===== config.mk =====
export PLATFORM = sky130hd
export DESIGN_NAME = led_status_ctrl
export DESIGN_NICKNAME = d
export VERILOG_FILES = /design/src/rtl/led_status_ctrl.sv
export SDC_FILE = /design/constraint.sdc
export NUM_CORES = 1
export LEC_CHECK = 0
export CORE_MARGIN = 1.5
export CORE_UTILIZATION = 55
export CTS_CLUSTER_SIZE = 40
export DETAILED_ROUTE_END_ITERATION = 16
export MAX_ROUTING_LAYER = met4
export PLACE_DENSITY = 0.72
export SLEW_MARGIN = 0
export SYNTH_ARGS = -nofsm -noshare
export SYNTH_HDL_FRONTEND = slang
export SYNTH_SLANG_ARGS = --single-unit

===== constraint.sdc =====
create_clock -name clk -period 6.79 [get_ports clk]
set_input_delay 1.358 -clock clk [delete_from_list [all_inputs] [get_ports clk]]
set_output_delay 1.358 -clock clk [all_outputs]
set_load 0.005 [all_outputs]

===== src/rtl/led_status_ctrl.sv =====
// Status-LED engine: prescaled flow-light bank (Johnson/rotate/bounce/static) plus
// pulse-stretched activity LEDs fed from asynchronous toggle lines.
module led_status_ctrl #(
  parameter int   N_FLOW   = 6,
  parameter int   N_ACT    = 2,
  parameter int   PRESC_W  = 22,
  parameter int   STRETCH  = 1000000,
  parameter logic ACT_IDLE = 1'b1
) (
  input  logic              clk,
  input  logic              rstn,
  input  logic [1:0]        mode,
  input  logic [N_FLOW-1:0] static_val,
  input  logic [N_ACT-1:0]  act_in,
  output logic [N_FLOW-1:0] flow_led,
  output logic [N_ACT-1:0]  act_led,
  output logic              tick
);

  typedef enum logic [1:0] {
    MODE_JOHNSON = 2'd0,
    MODE_ROTATE  = 2'd1,
    MODE_BOUNCE  = 2'd2,
    MODE_STATIC  = 2'd3
  } mode_e;

  localparam int                CW        = $clog2(STRETCH + 1);
  localparam logic [CW-1:0]     STRETCH_C = CW'(STRETCH);
  localparam logic [N_FLOW-1:0] FLOW_ONE  = {{(N_FLOW-1){1'b0}}, 1'b1};
  localparam logic              DIR_UP    = 1'b0;
  localparam logic              DIR_DOWN  = 1'b1;

  logic [PRESC_W-1:0] r_presc;
  mode_e              r_mode_q;
  logic               r_dir;
  logic [N_FLOW-1:0]  r_flow;

  mode_e              w_mode;
  logic               w_reload;
  logic               w_tick;
  logic [N_FLOW-1:0]  w_shl;
  logic [N_FLOW-1:0]  w_shr;

  assign w_mode   = mode_e'(mode);
  assign w_reload = (w_mode != r_mode_q);
  assign w_tick   = &r_presc;
  assign w_shl    = {r_flow[N_FLOW-2:0], 1'b0};
  assign w_shr    = {1'b0, r_flow[N_FLOW-1:1]};

  // A mode change restarts the pattern from its seed and swallows any coincident tick.
  always_ff @(posedge clk) begin
    if (!rstn) begin
      r_presc  <= '0;
      r_mode_q <= MODE_JOHNSON;
      r_dir    <= DIR_UP;
      r_flow   <= '0;
    end else begin
      r_mode_q <= w_mode;
      if (w_reload) begin
        r_presc <= '0;
        r_dir   <= DIR_UP;
        case (w_mode)
          MODE_JOHNSON: r_flow <= '0;
          MODE_ROTATE:  r_flow <= FLOW_ONE;
          MODE_BOUNCE:  r_flow <= FLOW_ONE;
          MODE_STATIC:  r_flow <= r_flow;
        endcase
      end else begin
        r_presc <= r_presc + 1'b1;
        if (w_tick) begin
          case (r_mode_q)
            MODE_JOHNSON: r_flow <= {r_flow[N_FLOW-2:0], ~r_flow[N_FLOW-1]};
            MODE_ROTATE:  r_flow <= {r_flow[N_FLOW-2:0], r_flow[N_FLOW-1]};
            MODE_BOUNCE: begin
              if (r_dir == DIR_UP) begin
                r_flow <= w_shl;
                if (w_shl[N_FLOW-1]) r_dir <= DIR_DOWN;
              end else begin
                r_flow <= w_shr;
                if (w_shr[0]) r_dir <= DIR_UP;
              end
            end
            MODE_STATIC:  r_flow <= r_flow;
          endcase
        end
      end
    end
  end

  assign flow_led = (r_mode_q == MODE_STATIC) ? static_val : r_flow;
  assign tick     = w_tick;

  logic [N_ACT-1:0] r_s1;
  logic [N_ACT-1:0] r_s2;
  logic [N_ACT-1:0] r_s3;
  logic [CW-1:0]    r_cnt [N_ACT];
  logic [N_ACT-1:0] w_edge;

  assign w_edge = r_s2 ^ r_s3;

  // Any toggle reloads the full on-time, even while the LED is already lit.
  always_ff @(posedge clk) begin
    if (!rstn) begin
      r_s1 <= {N_ACT{ACT_IDLE}};
      r_s2 <= {N_ACT{ACT_IDLE}};
      r_s3 <= {N_ACT{ACT_IDLE}};
      for (int i = 0; i < N_ACT; i++) r_cnt[i] <= '0;
    end else begin
      r_s1 <= act_in;
      r_s2 <= r_s1;
      r_s3 <= r_s2;
      for (int i = 0; i < N_ACT; i++) begin
        if (w_edge[i])            r_cnt[i] <= STRETCH_C;
        else if (r_cnt[i] != '0)  r_cnt[i] <= r_cnt[i] - 1'b1;
      end
    end
  end

  always_comb begin
    act_led = '0;
    for (int i = 0; i < N_ACT; i++) act_led[i] = (r_cnt[i] != '0);
  end

endmodule


## After elaboration in Yosys (flattened, before gate mapping)

Memory sizes are Yosys's and may differ from the RTL's.
Cells that the tools add are included.

- Add/subtract/negate cells: 3
- Eq/ne operators: 9
- Multiplexer cells: 28
- Bitwise operators: 7
- Reduce and logical (&&, ||, !) cells: 10

Operators by type and width:

| operator | count |
|---|---|
| 2-to-1 mux 20 bit | 4 |
| nonzero test 20 bit | 2 |
| subtractor 20 x 1 -> 20 bit, second input constant | 2 |
| 2-to-1 mux 6 bit | 4 |
| AND reduction 23 bit | 1 |
| adder 22 x 1 -> 22 bit, second input constant | 1 |
| AND reduction 22 bit | 1 |
| 2-to-1 mux 1 bit | 18 |
| case mux 6 bit (3 select lines) | 1 |
| case mux 6 bit (2 select lines) | 1 |
| equality test 2 bit, second input constant | 4 |
| equality test 2 x 1 -> 1 bit, second input constant | 2 |
| logical NOT 2 bit | 2 |
| inequality test 2 bit, second input constant | 2 |
| bitwise OR 1 bit | 4 |
| OR reduction 2 bit | 2 |
| AND reduction 3 bit | 1 |
| inequality test 2 bit | 1 |
| NOT 1 bit | 2 |
| nonzero test 2 bit | 1 |
| XOR 2 bit | 1 |

- Register bits: 37
- Bits in writable memories: 40
- Bits of input ports: 12
- Memories kept: 1

Memories:

| memory | depth | bits a word | read ports | clocked after Yosys merged registers in | write ports | RTL line | RTL |
|---|---|---|---|---|---|---|---|
| r_cnt | 2 | 20 | 2 | 0 | 2 | 96 | `logic [CW-1:0] r_cnt [N_ACT];` |

## Longest topological paths before layout

Gate-level depths: netlist of the first run.
An unclocked memory read counts as a cell.

- Depth in word-level cells: 7
- Gate-level depth with buffers: 7

## Worst setup path before layout of the first run

Ideal clock, no wire load.

- Path type: register to output
- Start: memory r_cnt[1][13] in the netlist's numbering
- End: output act_led[1]
- Arrival: 1.694 ns
- Required time: 5.432 ns
- Setup slack: 3.738 ns
- Stages on the path, launching flop included: 5
- Cell sequence: edfxtp_1 -> or3_1 -> or4_1 -> nor4_2 -> inv_1

RTL lines:

| element | RTL line | RTL |
|---|---|---|
| from (decl) | 96 |  |
| to (decl) | 16 | `output logic [N_ACT-1:0] act_led,` |

==> flow_summary_export.csv, run 1 <==
group,metric,value,unit
placed_design,postPlaceCellArea,4200,um2
global_route,antenna_found_initial,0,
setup_path,worst_setup_path_start_kind,"register",
floorplanning,coreArea,6870,um2
timing,drv_slew,0,
synth,synth_cell_types,44,
placed_design,dp_slack,2.97,ns
finish,drive_gt1_share,5.85,%
placed_design,place_hpwl,4720,um
placed_design,port_buffers,20,
synth,synth_edf_count,40,
finish,nets,442,
synth,async_reset_ff_share,0,%
timing,rsz0062_at_grt,"no",
setup_path,timing.rr.end,"r_cnt[1][9]",
global_route,grtUsageTotal,20.1,%
clock_network,cts_tree,"yes",
clock_network,cts_setup_buffers,0,
timing,fin_hold_ws,0.414,ns
clock_network,ctsHoldBuffers,0,
finish,post-route-util,64.0,%
clock_network,cts_root_buf,"clkbuf_8",
global_route,grt_max_degree,23,
timing,skew,0.00953,ns
finish,diodes,0,
finish,synthToLayoutAreaGrowth,11.6,%
timing,fin_tns_setup,0,ns
route,wirelength,6810,um
timing,setup_viol,0,
floorplanning,chipWidth,87.6,um
clock_network,clock_latency,0.35,ns
clock_network,cts_buffers,9,
route,ant_nets,0,
power_and_ir_drop,power.density,264,nW/um2
floorplanning,ios,21,
route,avgViaCountPerCell,5.42,
timing,hold_viol_final,0,
clock_network,cts_max_path_buffers,2,
global_route,grt_pass1_vias,2741,
hold_path,hold_depth,1,
route,route.met3.wl,150,um
hold_path,min-delay-path-class,"reg2reg",
clock_network,clock-sinks,77,
global_route,grt_pass1_wl,11800,um
timing,min_period,3.95,ns
power_and_ir_drop,power.ir.vdd_worst,0.000156,V
synth,synthCells,403,
finish,final_area,4390,um2
route,first_pass_iters,4,
synth,ys.flop_type,"edfxtp_1",
flow_run,maxCapViolations,0,
floorplanning,die-area,7670,um2
timing,fmax,0.253,GHz
setup_path,crit_fanout,5,
setup_path,crit_arrival,2.59,ns
finish,multi_input_area,1880,um2
setup_path,path_class,"reg2out",
power_and_ir_drop,comb_power_share,19.3,%
route,dr_total_vias,2835,
power_and_ir_drop,seqPwrFrac,50.6,%
clock_network,clk_pin_slew,0.08,ns
clock_network,h-tree-depth,3,
route,wl_met2,3210,um
synth,yosysWarnings,0,
clock_network,cts_resized,0,
power_and_ir_drop,intPower,813,uW
timing,setup_ws,2.84,ns
power_and_ir_drop,clkPwrFrac,30.1,%
setup_path,endpoint_kind,"output port",
floorplanning,fp.dieH,87.6,um
route,wl_per_cell,13.0,um
route,drt-initial-drc-count,126,
floorplanning,start_util,57.3,%
synth,synth_fp_nets,423,
synth,synth_seq_cells,77,
synth,synth.avg_cell_area,9.77,um2
timing,relSlewSlack,36.0,%
global_route,grt_overflow,0,
route,drcViolationCount,0,
synth,netlist_area,3940,um2
power_and_ir_drop,p_leak,0.00155,uW
hold_path,hold_start,"r_s1[1]",
placed_design,routabilityCongestion,0.812,
power_and_ir_drop,switching_share,30.0,%
finish,nFillCells,552,
route,top_layer,"met4",
setup_path,reg2reg_slack,3.83,ns
finish,seqCellArea,1940,um2
synth,yosysSeqAreaShare,49.3,%
timing,min_period_over_period,58.2,%
setup_path,r2r_start,"r_cnt[1][13]",
timing,worst_slew_pin_slew,0.954,ns
power_and_ir_drop,p_sw,349,uW
floorplanning,num_rows,30,
run_status,outcome,"finished, final reports clean",
setup_path,crit_required,5.43,ns
setup_path,reg2regPathDepth,5,
hold_path,whs_endpoint,"r_s2[1]",
route,wl_met1,3310,um
[per-stage QoR]
| step | cells | total power, uW |
|---|---|---|
| floorplan | 403 | 777 |
| global placement | 507 | 813 |
| detailed placement | 507 | 820 |
| CTS | 523 | 1170 |
| global route | 523 | 1220 |
| finish | 523 | 1160 |
[how the worst max path moves through the flow]
| stage | startpoint | to | cells past startpoint |
|---|---|---|---|
| 3_3_place_gp | static_val[2] | flow_led[2] | 4 |
| 2_1_floorplan | r_cnt[1][13] | act_led[1] | 4 |
| 4_1_cts | r_cnt[1][13] | act_led[1] | 5 |
| 6_report | r_cnt[1][13] | act_led[1] | 5 |
| 3_5_place_dp | static_val[2] | flow_led[2] | 4 |
| 5_1_grt | r_cnt[1][13] | act_led[1] | 5 |
[synthesized netlist by cell type, drive strengths merged, types with 2 or more instances]
| cell type | n | area (um2) |
|---|---|---|
| o21ai | 12 | 60.1 |
| xnor2 | 34 | 298 |
| nor2 | 60 | 225 |
| inv | 15 | 56.3 |
| nand4b | 4 | 35.0 |
| and2 | 7 | 43.8 |
| or3 | 7 | 48.8 |
| nand2b | 7 | 43.8 |
| o31ai | 3 | 27.5 |
| a22oi | 5 | 37.5 |
| o32ai | 5 | 43.8 |
| edfxtp | 40 | 1200 |
| nand2 | 35 | 131 |
| and3 | 4 | 25.0 |
| dfxtp | 37 | 741 |
| xor2 | 22 | 193 |
| nor4 | 12 | 103 |
| buf | 4 | 31.3 |
| nand4 | 7 | 58.8 |
| a21oi | 21 | 105 |
| clkbuf | 8 | 30.0 |
| nand3 | 16 | 80.1 |
| ha | 8 | 100 |
| nor2b | 4 | 25.0 |
| mux2 | 2 | 22.5 |
| nor3 | 15 | 75.1 |
[registers in the layout, summed over array words and instances (netlist names)]
register,flops
r_flow,6
r_s1,2
r_s2,2
r_cnt,40
r_s3,2
r_mode_q,2
r_dir,1
r_presc,22
[final cells by class]
type / instances / area share (%)
sequential: 77 / 44.2
multi-input combinational: 299 / 42.7
timing repair buffer: 20 / 4.56
clock buffer: 9 / 2.82
tap: 96 / 2.73
clock inverter: 7 / 1.68
inverter: 15 / 1.28
[logic make-up (layout without fill, tap and decap cells)]
| group | after synthesis | in the layout | synth area share (%) |
|---|---|---|---|
| and+or+nand+nor | 183 | 183 | 23.7 |
| DFF | 77 | 77 | 49.3 |
| xor gates and xnor gates | 56 | 56 | 12.5 |
| AOI/OAI and AO/OA | 49 | 49 | 8.14 |
| buffers and inverters | 27 | 51 | 2.99 |
| adders and majority gates | 8 | 8 | 2.54 |
| muxes | 3 | 3 | 0.826 |
[placed cells by master (no fill, tap or decap), types with 2 or more instances in the layout]
cell type	Yosys	final
nand2_1	35	35
mux2_2	2	2
clkinvlp_4	0	3
nor2b_1	4	4
nor4_2	2	2
xor2_1	22	22
clkdlybuf4s50_1	0	20
nor4_1	9	9
and3_1	4	4
o32ai_1	5	5
a21oi_1	21	21
nand3_1	16	16
edfxtp_1	40	40
nor2_1	60	60
nor3_1	15	15
nand4b_1	4	4
or3_1	6	6
o21ai_1	2	2
nand2b_1	7	7
inv_6	0	2
nand4_1	6	6
dfxtp_1	37	37
o21ai_0	10	10
a22oi_1	5	5
xnor2_1	34	34
ha_1	8	8
inv_1	15	15
clkbuf_8	0	9
and2_1	6	6
o31ai_1	2	2
[critical path: stages, from the launching register on]
cell	delay [ns]
edfxtp_1	0.47
or3_1	0.41
or4_1	0.48
nor4_2	0.37
inv_1	0.07
clkdlybuf4s50_1	0.44
[layer usage]
metal | global-route usage (%) | vias up
met5 | - | -
li1 | - | 1450
met3 | 3.11 | 13
met2 | 32.7 | 35
met4 | 8.23 | 0
met1 | 25.0 | 1337
[power by group through the flow]
stage / Sequential (uW) / Clock, uW / Combinational, uW
floorplan: 586 / 0 / 191
global placement: 595 / 0 / 219
detailed placement: 598 / 0 / 223
CTS: 587 / 355 / 225
global route: 594 / 371 / 255
finish: 587 / 349 / 224
Power figures use the tool's default switching activity.
==> inputs of run 2 (changes only) <==
CORE_UTILIZATION = 54   (was 55)
PLACE_DENSITY = 0.74   (was 0.72)
clock period = 3.2 ns   (was 6.79 ns; I/O delays follow)
==> run 2 against run 1 <==
  * Sequential share of layout area shrank 1.1 points
  * Sequential cell count is the same
  * Largest power group unchanged
  * Setup slack lost 2.7 ns
  * Global-route usage grew 0.50 points
==> flow_summary_export.csv, run 2 (synthesis results as in run 1) <==
group,metric,value,unit
clock_network,cts_max_path_buffers,2,
route,wl_per_cell,13.2,um
clock_network,cts_buffers,9,
flow_run,maxCapViolations,0,
finish,drive_gt1_share,7.99,%
timing,fin_hold_ws,0.416,ns
power_and_ir_drop,comb_power_share,20.6,%
route,avgViaCountPerCell,5.44,
global_route,grtUsageTotal,20.6,%
setup_path,endpoint,"act_led[1]",
clock_network,clock-sinks,77,
timing,min_period_over_period,94.9,%
finish,layout_common_cells,"nor2_1 (60), edfxtp_1 (40), dfxtp_1 (37)",
route,ant_nets,0,
global_route,grt_pass1_vias,2776,
timing,fmax,0.329,GHz
global_route,grt_pass1_wl,12100,um
power_and_ir_drop,p_leak,0.00162,uW
clock_network,clock_latency,0.34,ns
global_route,grt_max_degree,22,
route,wirelength,7030,um
placed_design,routabilityCongestion,0.806,
timing,relSlewSlack,56.0,%
floorplanning,num_rows,30,
setup_path,reg2reg_slack,0.68,ns
power_and_ir_drop,finalPower,2550,uW
power_and_ir_drop,seqPwrFrac,48.8,%
floorplanning,coreArea,6910,um2
power_and_ir_drop,switching_share,28.3,%
timing,worst_slew_pin_slew,0.654,ns
placed_design,place_hpwl,4830,um
setup_path,r2r_start,"r_cnt[0][11]",
finish,final_common_cell,"nor2_1",
clock_network,cts_root_buf,"clkbuf_8",
timing,min_period,3.04,ns
setup_path,reg2regPathDepth,6,
placed_design,postPlaceCellArea,4260,um2
finish,reg_top3,"r_cnt x40, r_presc x22, r_flow x6",
power_and_ir_drop,power.density,566,nW/um2
setup_path,worst_setup_path_start_kind,"register",
floorplanning,chipWidth,88.4,um
setup_path,crit_fanout,4,
power_and_ir_drop,power.ir.vdd_worst,0.000285,V
timing,rsz0062_at_grt,"no",
setup_path,crit_arrival,2.40,ns
clock_network,h-tree-depth,3,
finish,largest_reg_flops,40,
finish,final_area,4500,um2
hold_path,min-delay-path-class,"reg2reg",
timing,hold_viol_final,0,
setup_path,endpoint_kind,"output port",
run_status,outcome,"finished, final reports clean",
timing,skew,0.0125,ns
route,drt-initial-drc-count,102,
setup_path,startpoint,"r_cnt[1][13]",
timing,drv_slew,0,
clock_network,clk_pin_slew,0.08,ns
setup_path,path_class,"reg2out",
global_route,grt_overflow,0,
finish,nets,453,
power_and_ir_drop,intPower,1830,uW
global_route,antenna_found_initial,0,
finish,diodes,0,
route,drcViolationCount,0,
floorplanning,die-area,7810,um2
finish,regMostFlops,"r_cnt",
floorplanning,ios,21,
finish,nFillCells,590,
setup_path,crit_required,2.56,ns
route,first_pass_iters,4,
power_and_ir_drop,clkPwrFrac,30.6,%
timing,fin_tns_setup,0,ns
finish,synthToLayoutAreaGrowth,14.4,%
floorplanning,fp.dieH,88.4,um
floorplanning,start_util,57.0,%
clock_network,cts_tree,"yes",
placed_design,port_buffers,20,
finish,post-route-util,65.2,%
power_and_ir_drop,p_sw,720,uW
route,dr_total_vias,2906,
timing,setup_viol,0,
setup_path,timing.rr.end,"r_cnt[1][9]",
==> run 2: routing by layer <==
layer	track usage (%)	routed length (um)	vias to the layer above
met5	-	0	-
met4	7.10	118	0
met3	5.69	215	12
met2	32.1	3260	40
met1	25.8	3440	1376
li1	-	-	1478
==> run 2: power groups by stage <==
stage,Clock [uW],Combinational [uW],Sequential (uW)
after floorplan,0,405,1240
after global placement,0,489,1260
after detailed placement,0,501,1270
after CTS,794,510,1240
after global routing,835,592,1260
final,780,524,1240
==> run 2: through the flow <==
step / worst slack, ns / std cells
after floorplan: 0.771 / 403
after global placement: 0.399 / 515
after detailed placement: 0.386 / 515
after CTS: 0.00424 / 531
after global routing: 0.0486 / 534
final: 0.164 / 534
==> run 2: critical path: stages (launching register included) <==
cell and delay (ns):
edfxtp_1 0.46, or3_1 0.44, or4_4 0.47, nor4_4 0.18, inv_1 0.06, clkdlybuf4s50_1 0.44
==> run 2: cell type report <==
| class | count | area, um2 | share of cell area [%] |
|---|---|---|---|
| clock buffers | 11 | 131 | 2.92 |
| flip-flops and latches | 77 | 1940 | 43.1 |
| multi-input cells | 299 | 1890 | 42.1 |
| clock inverters | 5 | 76.3 | 1.69 |
| well taps | 96 | 120 | 2.67 |
| inverters | 15 | 56.3 | 1.25 |
| repair buffers | 31 | 283 | 6.28 |
==> run 2: what timing repair did <==
item | 4_1_cts | 5_1_grt
buffers inserted | 0 | 3
resized for setup | 1 | 2
hold endpoints to repair | 0 | 0
hold buffers | 0 | 0
endpoints found under the setup margin | 1 | 1
pin swaps | 0 | 1
==> run 2: worst min-delay path by stage <==
stage                     startpoint  cells past startpoint  endpoint  slack (ns)
after floorplan              r_s1[0]                      1   r_s2[0]        0.39
after global placement       r_s1[1]                      1   r_s2[1]        0.39
after detailed placement     r_s1[1]                      1   r_s2[1]        0.40
after CTS                    r_s1[1]                      1   r_s2[1]        0.42
after global routing         r_s1[0]                      1   r_s2[0]        0.44
final                        r_s1[1]                      1   r_s2[1]        0.42
==> inputs of run 3 (changes only) <==
CAP_MARGIN = 20   (was unset)
CORE_MARGIN = 4   (was 1.5)
==> run 3 against run 2 <==
  * Sequential share of layout area rose by 0.40 points
  * Clock power fell by 20%
  * Final area is 0.92% lower
==> flow_summary_export.csv, run 3 (synthesis results as in run 1) <==
group,metric,value,unit
finish,nets,453,
floorplanning,coreArea,6940,um2
setup_path,path_class,"reg2out",
power_and_ir_drop,p_sw,726,uW
global_route,grt_pass1_vias,2823,
power_and_ir_drop,clkPwrFrac,26.1,%
finish,reg_top3,"r_cnt x40, r_presc x22, r_flow x6",
finish,largest_reg_flops,40,
clock_network,cts_tree,"yes",
global_route,grt_pass1_wl,12700,um
finish,seqCellArea,1940,um2
power_and_ir_drop,p_leak,0.00160,uW
finish,diodes,0,
finish,synthToLayoutAreaGrowth,13.4,%
setup_path,crit_arrival,2.36,ns
route,avgViaCountPerCell,5.44,
setup_path,endpoint_kind,"output port",
timing,setup_ws,0.199,ns
power_and_ir_drop,intPower,1670,uW
power_and_ir_drop,power.density,538,nW/um2
clock_network,cts_root_buf,"clkbuf_8",
route,first_pass_iters,5,
clock_network,cts_buffers,9,
floorplanning,start_util,56.7,%
power_and_ir_drop,comb_power_share,22.0,%
finish,regMostFlops,"r_cnt",
route,wl_per_cell,13.3,um
timing,relSlewSlack,52.5,%
placed_design,dp_slack,0.304,ns
setup_path,crit_required,2.56,ns
floorplanning,num_rows,30,
clock_network,clk_pin_slew,0.08,ns
floorplanning,chipWidth,93.4,um
timing,fmax,0.333,GHz
finish,nFillCells,590,
run_status,outcome,"finished, final reports clean",
route,drt-initial-drc-count,157,
timing,drv_slew,0,
power_and_ir_drop,seqPwrFrac,51.9,%
timing,rsz0062_at_grt,"no",
placed_design,port_buffers,20,
flow_run,maxCapViolations,0,
finish,multi_input_area,1890,um2
global_route,grt_max_degree,22,
timing,worst_slew_pin_slew,0.706,ns
timing,min_period,3.00,ns
clock_network,cts_max_path_buffers,2,
route,drcViolationCount,0,
setup_path,crit_fanout,7,
timing,skew,0.0118,ns
timing,setup_viol,0,
timing,min_period_over_period,93.8,%
clock_network,clock-sinks,77,
clock_network,clock_latency,0.34,ns
finish,drive_gt1_share,8.68,%
global_route,grt_overflow,0,
timing,hold_viol_final,0,
finish,post-route-util,64.3,%
route,dr_total_vias,2903,
setup_path,worst_setup_path_start_kind,"register",
global_route,grtUsageTotal,18.6,%
timing,fin_tns_setup,0,ns
power_and_ir_drop,power.ir.vdd_worst,0.000247,V
setup_path,cp_slowest_cell,"edfxtp_1",
setup_path,worstPathCellList,"or3_1 -> or3_4 -> nor4_4 -> inv_1 -> clkdlybuf4s50_1",
route,ant_nets,0,
setup_path,slowest_delay,0.45,ns
floorplanning,fp.dieH,93.4,um
finish,final_common_cell,"nor2_1",
placed_design,place_hpwl,5160,um
hold_path,min-delay-path-class,"reg2reg",
route,wirelength,7110,um
floorplanning,ios,21,
placed_design,routabilityCongestion,0.852,
global_route,antenna_found_initial,0,
power_and_ir_drop,switching_share,30.3,%
finish,layout_common_cells,"nor2_1 (60), edfxtp_1 (40), dfxtp_1 (37)",
floorplanning,die-area,8720,um2
clock_network,h-tree-depth,3,
[run 3: metal layers]
layer / vias up / GRT usage [%] / wire length (um)
li1: 1478 / - / -
met1: 1371 / 24.1 / 3340
met2: 48 / 28.6 / 3420
met3: 6 / 3.38 / 269
met4: 0 / 7.81 / 72
met5: - / - / 0
[run 3: cell type report]
type,count,share of cell area [%]
sequential,77,43.5
multi-input combinational,299,42.5
timing repair buffer,31,6.34
clock buffer,9,2.78
tap,96,2.69
inverter,15,1.26
clock inverter,7,0.953
[run 3: per-stage QoR]
stage	total power [uW]	area (um2)	instances	hold WS, ns
after floorplan	1650	3940	403	0.386
after global placement	1760	4260	516	0.392
after detailed placement	1780	4260	516	0.395
after CTS	2410	4440	532	0.412
after global routing	2550	4460	534	0.421
final	2400	4460	534	0.410
[run 3: critical path: cells and delay by family (launching register included)]
| family | cells | cell delay, ns |
|---|---|---|
| buffers and inverters | 2 | 0.50 |
| AND/OR/NAND/NOR | 3 | 1.06 |
| flip-flops | 1 | 0.45 |
[run 3: worst paths after layout]
| check | slack (ns) | end | cells after the start | from |
|---|---|---|---|---|
| worst max register to register | 0.60 | r_cnt[1][9] | 5 | r_cnt[0][11] |
| worst min-delay path | 0.41 | r_s2[1] | 1 | r_s1[1] |
| worst max-delay path | 0.20 | act_led[1] | 5 | r_cnt[1][9] |
| worst min register to register | 0.41 | r_s2[1] | 1 | r_s1[1] |
[run 3: repair_timing]
action | CTS | global route
hold buffers | 0 | 0
cloned | 0 | 0
gates resized for setup | 2 | 1
endpoints found under the setup margin | 1 | 1
buffers inserted | 0 | 2
pin swaps | 0 | 1
[run 3: power groups by stage]
stage,logic [uW],registers (uW),clock network [uW]
final,527,1250,626
after global routing,593,1260,694
after CTS,520,1250,647
after detailed placement,511,1270,0
after global placement,498,1260,0
after floorplan,405,1240,0
==> edit, RTL diff (settings of run 1) <==
Set the parameter `STRETCH` to 4000000 (it was 1000000).
--- a/src/rtl/led_status_ctrl.sv
+++ b/src/rtl/led_status_ctrl.sv
@@ -5,5 +5,5 @@
   parameter int   N_ACT    = 2,
   parameter int   PRESC_W  = 22,
-  parameter int   STRETCH  = 1000000,
+  parameter int   STRETCH  = 4000000,
   parameter logic ACT_IDLE = 1'b1
 ) (
Check against the original RTL: same outputs for any inputs over 10 cycles, from zero or initial values and one cycle with rstn low; that may be too few to reach the edited logic, so the function may still have changed.
==> edit against run 1 <==
Non-clock buffer count unchanged. Cell count increased by 3.8%. Critical path depth unchanged. Area after synthesis increased by 5.4%. Final area increased by 4.7%. Largest power group unchanged. Sequential cell count increased by 4. Clock power decreased by 5%. Combinational power increased by 12%. Routed wire length increased by 6.1%. Die area increased by 5.2%. Power increased by 4.1%. Setup slack got worse by 0.20 ns. Register-to-register slack got worse by 0.35 ns. Fmax decreased by 4.9%.
==> edit: results (changes against run 1) <==
- Result of the run: finished clean
* Leakage power of the design: 1.64 nW (+6.0%)
- Wire per inst: 13.3 um (+2.2%)
- The final RePlAce weighted congestion is 0.797 (-1.8%).
- Post-synth EDFFs: 44 (+10%)
- Via count of the first global-routing pass: 2811 (+2.6%)
- HPWL after detailed placement: 5.01 mm (+6.3%)
* Max Fanout on Critical Path: 6 (+1)
- Yosys attributes the largest share of cell area to edfxtp_1 32%, dfxtp_1 18%, xnor2_1 7.6%, nor2_1 5.7%, xor2_1 4.2%.
- The fraction of final layout cells sized beyond drive strength 1 was 5.86% (about the same).
- Net count after synthesis: 440 (+4.0%)
* Placed instance area: 4410 um^2 (+5.1%)
- The wire length of the first global-routing pass came to 12.7 mm (+7.4%).
- The combined global-route utilization of all metal layers is 19.6% (-0.44 points).
* Final nets: 459 (+3.8%)
* Peak supply drop: 100 uV (-36%)
* Maximum number of pins on one net before global-route repair: 25 (+8.7%)
- Layout Cells excl Fill: 543 (+3.8%)
- Number of DRC markers after the initial detailed-route iteration: 157 (+25%)
* Arrival time at the worst endpoint: 2.79 ns (+0.20 ns)
- Mean number of vias per cell: 5.53 (+2.0%)
* Transition time at the pin with the least slew margin: 1.12 ns (+0.168 ns)
* Largest registers: r_cnt (44), r_presc (22), r_flow (6)
- Commonest cells in the netlist: 63 x nor2_1, 44 x edfxtp_1, 37 x dfxtp_1, 36 x xnor2_1, 32 x nand2_1
* Worst setup skew after layout: 0.0101 ns (+0.000589 ns)
- The cell count after synthesis came to 420 (+4.2%).
edit: cell families (layout without fill, tap and decap cells):
logic type / count (synthesis) / after routing / share of synthesized area [%]
AO/OA/AOI/OAI: 56 / 56 / 9.14
AND/OR/NAND/NOR: 190 / 190 / 23.5
adder cells (fa/ha/maj): 8 / 8 / 2.41
flip-flops: 81 / 81 / 49.7
buffers and inverters: 27 / 51 / 2.92
XOR/XNOR: 56 / 56 / 11.8
multiplexers: 2 / 2 / 0.543
edit: power groups by stage:
stage	clock network [mW]	logic, mW	registers [mW]
detailed placement	0	0.249	0.639
global route	0.366	0.283	0.637
global placement	0	0.244	0.636
floorplan	0	0.206	0.627
finish	0.332	0.250	0.628
CTS	0.341	0.251	0.627
edit: path summary, 6_finish.rpt:
path | startpoint | end | slack [ns] | depth (start not counted)
max | r_cnt[1][3] | act_led[1] | 2.64 | 5
max reg2reg | r_cnt[1][3] | r_cnt[1][19] | 3.48 | 5
min reg2reg | r_s1[0] | r_s2[0] | 0.41 | 1
min | r_s1[0] | r_s2[0] | 0.41 | 1
edit: area by class of cell:
class,count,area share (%)
Inverter,15,1.22
Tap cell,99,2.69
Timing Repair Buffer,20,4.35
Clock buffer,11,3.54
Sequential cell,81,44.8
Clock inverter,5,0.571
Multi-Input combinational cell,312,42.8
edit: through the flow:
step	setup WS, ns	utilization (%)
floorplan	3.65	-
global placement	2.86	60.5
detailed placement	2.78	60.5
CTS	2.66	63.1
global route	2.48	63.1
finish	2.64	63.1
edit: per-layer routing:
metal / track usage, % / vias up / share of wire (%)
met3: 4.65 / 5 / 3.0
met2: 30.0 / 43 / 47
li1: - / 1542 / -
met5: - / - / 0
met4: 5.56 / 0 / 1.1
met1: 26.3 / 1411 / 49
edit: critical path: stages, from the launching register on:
cell and delay (ns):
edfxtp_1 0.41, nor4_1 0.83, nand2_1 0.32, nor3_1 0.38
inv_1 0.07, clkdlybuf4s50_1 0.45
